==> src/rtl/ifu_fetch.sv <==
// ifu_fetch
// Instruction fetch unit for the rvseed multi-cycle core. Owns the program
// counter, issues one request/acknowledge read per instruction and hands the
// fetched word to decode through a start/done pulse pair.
//
// Ports:
//   clk, rst                 core clock, asynchronous active-high reset
//   enable                   low blocks new fetch starts (pending triggers kept)
//   wb_done_en               pulse from write-back: fetch the next instruction
//   exu_redirect_en          pulse from execute: branch/jump taken
//   exu_target_pc            redirect target (low two bits ignored)
//   imem_req/imem_addr       instruction memory read request and address
//   imem_ack/imem_rdata      memory acknowledge and instruction word
//   ifu_start_en             one-cycle pulse in the first FETCH cycle
//   ifu_done_en              one-cycle pulse when ifu_inst/ifu_inst_pc are new
//   ifu_inst_pc, ifu_inst    PC and word of the last delivered instruction
//   ifu_busy                 high while a memory access is in flight
module ifu_fetch #(
    parameter int unsigned          CPU_WIDTH = 32,
    parameter logic [CPU_WIDTH-1:0] RESET_PC  = '0,
    parameter int unsigned          PC_STEP   = 4
) (
    input  logic                 clk,
    input  logic                 rst,
    input  logic                 enable,
    input  logic                 wb_done_en,
    input  logic                 exu_redirect_en,
    input  logic [CPU_WIDTH-1:0] exu_target_pc,
    output logic                 imem_req,
    output logic [CPU_WIDTH-1:0] imem_addr,
    input  logic                 imem_ack,
    input  logic [CPU_WIDTH-1:0] imem_rdata,
    output logic                 ifu_start_en,
    output logic                 ifu_done_en,
    output logic [CPU_WIDTH-1:0] ifu_inst_pc,
    output logic [CPU_WIDTH-1:0] ifu_inst,
    output logic                 ifu_busy
);

    typedef enum logic {
        IDLE  = 1'b0,
        FETCH = 1'b1
    } state_t;

    state_t               state_q, state_d;
    logic [CPU_WIDTH-1:0] pc_q, pc_d;
    logic [CPU_WIDTH-1:0] tgt_q, tgt_d;
    logic [CPU_WIDTH-1:0] inst_q, inst_d;
    logic [CPU_WIDTH-1:0] inst_pc_q, inst_pc_d;
    logic                 first_pend_q, first_pend_d;
    logic                 redir_pend_q, redir_pend_d;
    logic                 next_pend_q, next_pend_d;
    logic                 start_q, start_d;
    logic                 done_q, done_d;

    logic [CPU_WIDTH-1:0] target_aligned;
    logic [CPU_WIDTH-1:0] pc_next;
    logic                 fetch_trigger;

    // Instructions are word aligned, so the target's byte offset is dropped.
    assign target_aligned = {exu_target_pc[CPU_WIDTH-1:2], 2'b00};
    assign pc_next        = pc_q + CPU_WIDTH'(PC_STEP);

    // A redirect arriving in this very cycle does not count here: in IDLE it
    // has already been folded into pc_d, so whatever else triggers the fetch
    // starts from the target, and on its own it starts one cycle later.
    assign fetch_trigger  = enable & (first_pend_q | wb_done_en | redir_pend_q | next_pend_q);

    always_comb begin
        state_d      = state_q;
        pc_d         = pc_q;
        tgt_d        = tgt_q;
        inst_d       = inst_q;
        inst_pc_d    = inst_pc_q;
        first_pend_d = first_pend_q;
        redir_pend_d = redir_pend_q;
        next_pend_d  = next_pend_q;
        start_d      = 1'b0;
        done_d       = 1'b0;

        case (state_q)
            IDLE: begin
                if (exu_redirect_en) begin
                    pc_d         = target_aligned;
                    redir_pend_d = 1'b1;
                end
                if (wb_done_en) begin
                    next_pend_d = 1'b1;
                end
                // Every pending reason is satisfied by this single fetch.
                if (fetch_trigger) begin
                    state_d      = FETCH;
                    start_d      = 1'b1;
                    first_pend_d = 1'b0;
                    redir_pend_d = 1'b0;
                    next_pend_d  = 1'b0;
                end
            end

            FETCH: begin
                if (wb_done_en) begin
                    next_pend_d = 1'b1;
                end
                // pc_q must stay put while the request is outstanding, so a
                // redirect here parks its target in tgt_q until the ack.
                if (exu_redirect_en) begin
                    tgt_d        = target_aligned;
                    redir_pend_d = 1'b1;
                end
                if (imem_ack) begin
                    state_d = IDLE;
                    if (exu_redirect_en) begin
                        pc_d = target_aligned;
                    end else if (redir_pend_q) begin
                        pc_d = tgt_q;
                    end else begin
                        inst_d    = imem_rdata;
                        inst_pc_d = pc_q;
                        done_d    = 1'b1;
                        pc_d      = pc_next;
                    end
                end
            end

            default: begin
                state_d = IDLE;
            end
        endcase
    end

    always_ff @(posedge clk or posedge rst) begin
        if (rst) begin
            state_q      <= IDLE;
            pc_q         <= RESET_PC;
            tgt_q        <= '0;
            inst_q       <= '0;
            inst_pc_q    <= '0;
            first_pend_q <= 1'b1;
            redir_pend_q <= 1'b0;
            next_pend_q  <= 1'b0;
            start_q      <= 1'b0;
            done_q       <= 1'b0;
        end else begin
            state_q      <= state_d;
            pc_q         <= pc_d;
            tgt_q        <= tgt_d;
            inst_q       <= inst_d;
            inst_pc_q    <= inst_pc_d;
            first_pend_q <= first_pend_d;
            redir_pend_q <= redir_pend_d;
            next_pend_q  <= next_pend_d;
            start_q      <= start_d;
            done_q       <= done_d;
        end
    end

    // Request comes straight from the state flop so an async reset drops it
    // immediately; the address is zeroed whenever no request is outstanding.
    assign imem_req     = (state_q == FETCH);
    assign imem_addr    = (state_q == FETCH) ? pc_q : '0;
    assign ifu_busy     = (state_q == FETCH);
    assign ifu_start_en = start_q;
    assign ifu_done_en  = done_q;
    assign ifu_inst     = inst_q;
    assign ifu_inst_pc  = inst_pc_q;

endmodule

==> config.mk <==
export PLATFORM = sky130hd
export DESIGN_NAME = ifu_fetch
export DESIGN_NICKNAME = d
export VERILOG_FILES = /design/src/rtl/ifu_fetch.sv
export SDC_FILE = /design/constraint.sdc
export NUM_CORES = 1
export LEC_CHECK = 0
export ABC_AREA = 1
export BUFFER_PORTS_ARGS = -buffer_cell sky130_fd_sc_hd__buf_2
export CAP_MARGIN = 10
export CORE_MARGIN = 3
export CORE_UTILIZATION = 53
export CTS_BUF_LIST = sky130_fd_sc_hd__clkbuf_4 sky130_fd_sc_hd__clkbuf_8 sky130_fd_sc_hd__clkbuf_16
export CTS_CLUSTER_DIAMETER = 60
export DETAILED_ROUTE_END_ITERATION = 16
export HOLD_SLACK_MARGIN = 0.1
export PLACE_DENSITY = 0.88
export SLEW_MARGIN = 25
export SYNTH_ARGS = -nofsm -noshare
export SYNTH_HDL_FRONTEND = slang
export SYNTH_SLANG_ARGS = --single-unit
==> constraint.sdc <==
create_clock -name clk -period 6.1 [get_ports clk]
set_input_delay 1.22 -clock clk [delete_from_list [all_inputs] [get_ports clk]]
set_output_delay 1.22 -clock clk [all_outputs]
set_load 0.02 [all_outputs]
==> flow_summary.json, run 1 <==
{
  "crit_fanout": 24,
  "clock-sinks": 128,
  "synth_top_area_share_pct": 49.8,
  "antenna_found_initial": 1,
  "syn_area_per_cell_um2": 7.41,
  "grt_pass1_wl_mm": 28.7,
  "coreArea_um2": 11600,
  "cts_setup_buffers": 0,
  "nNetsFinal": 1082,
  "grt_util_all_layers_pct": 27.4,
  "final_util_pct": 68.1,
  "dpl_worst_slack_ps": 2770,
  "io_pins": 170,
  "numPortBuffers": 163,
  "hp-class": "flop to flop",
  "ir_worst_vdd_mv": 0.187,
  "max_slew_margin_pct": 33.6,
  "holdPathStages": 2,
  "drt_iter0_drc": 763,
  "worstPathRequired_ps": 4880,
  "min_from": "ifu_inst[19]",
  "die_y_um": 116,
  "cts_buffers": 17,
  "finalClockSkew_ps": 10.6,
  "ys_ff_latch": 128,
  "synthTopCellsByArea": "dfrtp_1 50%, nand2_1 16%, a21oi_1 7.7%",
  "wl_per_cell_um": 15.6,
  "worstReg2RegEnd": "pc_q[13]",
  "clockRootBuffer": "clkbuf_16",
  "tightest_slew_ps": 989,
  "grt_max_degree": 61,
  "first_global_vias": 5811,
  "hold_buffers": 0,
  "synth_cell_type_count": 28,
  "drc": 0,
  "clkTransAtPathRegs_ps": 60,
  "netlist_area_um2": 6390,
  "dr.pass1.iters": 6,
  "dp.final_hpwl_mm": 12.5,
  "rrSetupSlack_ps": 3600,
  "grt-ovfl-total": 0,
  "place_congestion": 1.01,
  "cp-start-kind": "flop",
  "fin_crit_sh_pct": 48.9,
  "max_freq_mhz": 336,
  "crit_type": "flop to output pin",
  "cts_max_path_buffers": 2,
  "max_cap_viol_count": 0,
  "rr_startpoint": "ifu_busy",
  "yosysSeqAreaShare_pct": 50.2,
  "via_per_inst": 5.46,
  "die_w_um": 116,
  "area_growth_syn_to_layout_pct": 23.8,
  "synth_edf_count": 0,
  "synth_top_cell_by_area": "dfrtp_1",
  "whs_endpoint": "ifu_inst[19]",
  "clk_latency_ps": 420,
  "h-tree-depth": 4,
  "min_period_ps": 2980,
  "ant_nets": 0,
  "fin_setup_tns_ps": 0,
  "netlist_top_cells_count": "271 x nand2_1, 127 x dfrtp_1, 106 x nor2_1, 98 x a21oi_1, 96 x inv_1",
  "yosys_most_used_dff": "dfrtp_1",
  "initial_core_util_pct": 55.0,
  "hold_violations": 0,
  "status": "complete, no violations",
  "drive_above_1_share_pct": 21.7,
  "cp-end-kind": "output pin",
  "synthArstFlopShare_pct": 100,
  "postLayoutSetupSlackWorst_ps": 3120,
  "routed_wl_mm": 18.3,
  "synth_warnings": 0,
  "num_rows": 39,
  "antenna_cells": 0,
  "p_per_area_nw_per_um2": 502,
  "ctsResizeCount": 0,
  "die_area_um2": 13400,
  "rsz0062_at_grt": "no",
  "yosysMostFrequentCell": "nand2_1",
  "worstRegToRegCells": 6,
  "vias": 6369,
  "drv_slew": 0,
  "finalSetupViolations": 0,
  "worst_hold_slack_ps": 466,
  "worstPathArrival_ps": 1760,
  "synthCells": 862,
  "cellLeakagePower_nw": 4.38,
  "cts_tree": "built"
}
worst max path at each step:
| stage | start | endpoint | slack [ps] |
|---|---|---|---|
| floorplan | rst | ifu_busy | 1470 |
| CTS | ifu_busy | imem_addr[16] | 3130 |
| finish | ifu_busy | imem_addr[17] | 3120 |
| global route | exu_redirect_en | ifu_inst_pc[23] | 2950 |
| global placement | exu_redirect_en | ifu_inst_pc[26] | 2790 |
| detailed placement | exu_redirect_en | ifu_inst_pc[23] | 2770 |
area by class of cell:
class / count / area, um2
clock buffers: 22 / 475
clock inverters: 10 / 183
fillers: 942 / 3710
inverters: 99 / 374
multi-input cells: 593 / 2610
flip-flops and latches: 128 / 3200
well taps: 143 / 179
repair buffers: 172 / 883
metal layers:
metal	vias to the layer above	GRT usage, %	routed length, um
li1	2995	-	-
met5	-	0	13
met3	59	6.68	2280
met1	2874	37.1	7400
met4	2	12.5	504
met2	439	41.9	8060
power breakdown:
part	internal (mW)	total, mW	switching [mW]	leakage, nW
sequential	1.18	1.42	0.244	1.53
combinational	0.450	1.42	0.967	2.53
clock	0.759	1.13	0.368	0.328
total	2.39	3.97	1.58	4.38
placed cells by master, fill, tap and decap left out, types with 2 or more instances in the layout:
master,synthesis,layout
nand2_1,271,271
buf_2,14,163
dfrtp_1,127,127
nor2_1,106,106
a21oi_1,98,98
inv_1,96,93
o21ai_0,42,42
nand3_1,33,33
clkbuf_16,0,17
a22oi_1,13,13
buf_4,6,9
o21ai_1,7,7
mux2_2,6,6
bufinv_16,0,5
conb_1,1,4
nand2_2,3,3
inv_2,3,3
clkbuf_4,0,3
clkinv_2,0,3
clkinv_1,0,2
nand4_1,2,2
clkinv_4,0,2
clkbuf_8,0,2
flip-flops by register name, indices dropped and copies added, names as in the netlist:
signal / cells
ifu_done_en: 1
ifu_inst: 32
redir_pend_q: 1
tgt_q: 30
ifu_busy: 1
ifu_inst_pc: 30
first_pend_q: 1
ifu_start_en: 1
pc_q: 30
next_pend_q: 1
critical path, stage by stage (launching register included):
cell     delay [ps]
dfrtp_1         600
buf_4           380
nand2_1         130
inv_1            70
buf_2           160
cells by family (layout without fill, tap and decap cells):
family / count (synthesis) / in the layout / synth area share [%]
xor gates and xnor gates: 2 / 2 / 0.274
and+or+nand+nor: 418 / 418 / 25.8
other: 1 / 4 / 0.0587
buffers and inverters: 144 / 303 / 9.21
muxes: 6 / 6 / 1.06
adders and majority gates: 1 / 1 / 0.196
DFF: 128 / 128 / 50.2
AOI/OAI and AO/OA: 162 / 162 / 13.3
per-stage QoR:
step | instances | area [um2] | power [mW]
after detailed placement | 1135 | 7250 | 2.83
after floorplan | 865 | 6400 | 2.32
final | 1167 | 7910 | 3.97
after CTS | 1167 | 7910 | 3.97
after global routing | 1167 | 7910 | 4.21
after global placement | 1135 | 7250 | 2.78
Power figures use the tool's default switching activity.
==> run 2, diff against run 1 <==
--- a/config.mk
+++ b/config.mk
@@ -9,12 +9,12 @@
 export BUFFER_PORTS_ARGS = -buffer_cell sky130_fd_sc_hd__buf_2
 export CAP_MARGIN = 10
 export CORE_MARGIN = 3
-export CORE_UTILIZATION = 53
+export CORE_UTILIZATION = 48
 export CTS_BUF_LIST = sky130_fd_sc_hd__clkbuf_4 sky130_fd_sc_hd__clkbuf_8 sky130_fd_sc_hd__clkbuf_16
 export CTS_CLUSTER_DIAMETER = 60
 export DETAILED_ROUTE_END_ITERATION = 16
 export HOLD_SLACK_MARGIN = 0.1
-export PLACE_DENSITY = 0.88
+export PLACE_DENSITY = 0.85
 export SLEW_MARGIN = 25
 export SYNTH_ARGS = -nofsm -noshare
 export SYNTH_HDL_FRONTEND = slang
==> constraint.sdc (replaced) <==
create_clock -name clk -period 2.7 [get_ports clk]
set_input_delay 0.54 -clock clk [delete_from_list [all_inputs] [get_ports clk]]
set_output_delay 0.54 -clock clk [all_outputs]
set_load 0.02 [all_outputs]
==> flow_summary.json, run 2 (same netlist as run 1, synthesis figures left out) <==
{
  "status": "complete, no violations",
  "area_growth_syn_to_layout_pct": 23.8,
  "coreArea_um2": 12800,
  "largest_reg_flops": 32,
  "multiInputGateArea_um2": 2610,
  "slowest_stage": "dfrtp_1",
  "first_global_vias": 5774,
  "cp-endpoint": "imem_addr[31]",
  "crit_fanout": 20,
  "tightest_slew_ps": 747,
  "io_pins": 170,
  "place_congestion": 0.943,
  "hold_violations": 0,
  "die_w_um": 121,
  "finalSetupViolations": 0,
  "ir_worst_vdd_mv": 0.411,
  "rr_startpoint": "pc_q[3]",
  "clockRootBuffer": "clkbuf_16",
  "die_y_um": 121,
  "grt_max_degree": 129,
  "p_per_area_nw_per_um2": 1100,
  "numPortBuffers": 163,
  "hold_buffers": 0,
  "h-tree-depth": 4,
  "grt_pass1_wl_mm": 28.8,
  "worstPathArrival_ps": 1820,
  "final_util_pct": 61.7,
  "ctsResizeCount": 0,
  "total_power_mw": 8.69,
  "worstReg2RegEnd": "pc_q[24]",
  "wl_per_cell_um": 15.2,
  "cp_top_family": "flip-flops",
  "grt-ovfl-total": 0,
  "max_freq_mhz": 423,
  "via_per_inst": 5.19,
  "routed_wl_mm": 18.2,
  "cts_setup_buffers": 0,
  "cp-end-kind": "output pin",
  "die_area_um2": 14700,
  "fin_setup_tns_ps": 0,
  "ant_nets": 0,
  "clkTransAtPathRegs_ps": 60,
  "cellLeakagePower_nw": 4.35,
  "min_period_ps": 2360,
  "cts_buffers": 17,
  "critPathMaxStageDelay_ps": 690,
  "finalClockSkew_ps": 13.2,
  "stdcell_area_um2": 7910,
  "critPathBufInv": 3,
  "crit_chain": "buf_4 -> nand2_1 -> inv_1 -> buf_2",
  "drive_above_1_share_pct": 21.8,
  "post_dp_cell_area_um2": 7320,
  "drt_iter0_drc": 554,
  "antenna_cells": 0,
  "layout_commonest_cell": "nand2_1",
  "cts_max_path_buffers": 2,
  "max_slew_margin_pct": 50.2,
  "grt_util_all_layers_pct": 24.9,
  "cp-start-kind": "flop",
  "worstPathRequired_ps": 2160,
  "final_cell_mix": "271 x nand2_1, 163 x buf_2, 127 x dfrtp_1",
  "fin_crit_sh_pct": 87.5,
  "num_rows": 41,
  "dp.final_hpwl_mm": 12.8,
  "max_cap_viol_count": 0,
  "dr.pass1.iters": 5,
  "clk_latency_ps": 420,
  "worstRegToRegCells": 8,
  "rsz0062_at_grt": "no",
  "clock-sinks": 128,
  "drc": 0,
  "regArea_um2": 3200,
  "antenna_found_initial": 0,
  "crit_type": "flop to output pin",
  "rrSetupSlack_ps": 740,
  "initial_core_util_pct": 49.8,
  "cts_tree": "built",
  "crit_cells": 4,
  "worst_hold_slack_ps": 310,
  "vias": 6221,
  "drv_slew": 0,
  "n_fill_cell": 1132,
  "nNetsFinal": 1084,
  "startpoint": "ifu_busy",
  "hp-class": "input port to flop"
}
==> run 2: cell count changes in the layout (fill, tap and decap cells not counted), moves of 2 or more <==
cell,change
clkinvlp_4,+6
clkinv_1,-2
buf_12,+2
inv_1,+2
clkbuf_8,-2
inv_6,+4
clkbuf_4,-3
bufinv_16,-3
==> run 2: how the worst min path moves through the flow <==
| stage | cells after the start | from | end | slack, ps |
|---|---|---|---|---|
| detailed placement | 2 | first_pend_q | first_pend_q | 450 |
| global placement | 2 | first_pend_q | first_pend_q | 450 |
| CTS | 2 | enable | next_pend_q | 300 |
| finish | 2 | enable | next_pend_q | 310 |
| global route | 2 | enable | next_pend_q | 320 |
| floorplan | 2 | first_pend_q | first_pend_q | 440 |
==> run 2: area by class of cell <==
type	instances	area share (%)
inverters	99	4.75
clock buffers	17	5.38
flip-flops and latches	128	40.5
multi-input cells	593	32.9
well taps	172	2.72
clock inverters	15	2.02
repair buffers	174	11.7
==> run 2: worst register-to-register path: stages (launching register included) <==
cell,delay (ps)
dfrtp_1,490
ha_1,300
nand3_1,170
nor2_1,430
nand2_1,110
nand2_1,70
nand3_1,120
nand2_1,90
a21oi_1,70
==> run 2: per-stage QoR <==
step / std cells / worst slack, ps
floorplan: 865 / 580
global route: 1198 / 259
finish: 1198 / 337
detailed placement: 1166 / 800
CTS: 1198 / 328
global placement: 1166 / 834
==> run 2: power breakdown <==
group | internal [mW] | total, mW | switching (mW)
clock network | 1.37 | 2.25 | 0.884
registers | 2.67 | 3.24 | 0.570
logic | 1.03 | 3.20 | 2.17
==> run 2: layer usage <==
layer	routed length, um	part of all wire, %	up-vias	track usage, %
li1	-	-	3003	-
met1	7870	43	2844	33.4
met2	8060	44	338	38.7
met3	1900	10	36	6.99
met4	405	2.2	0	8.82
met5	0	0	-	0
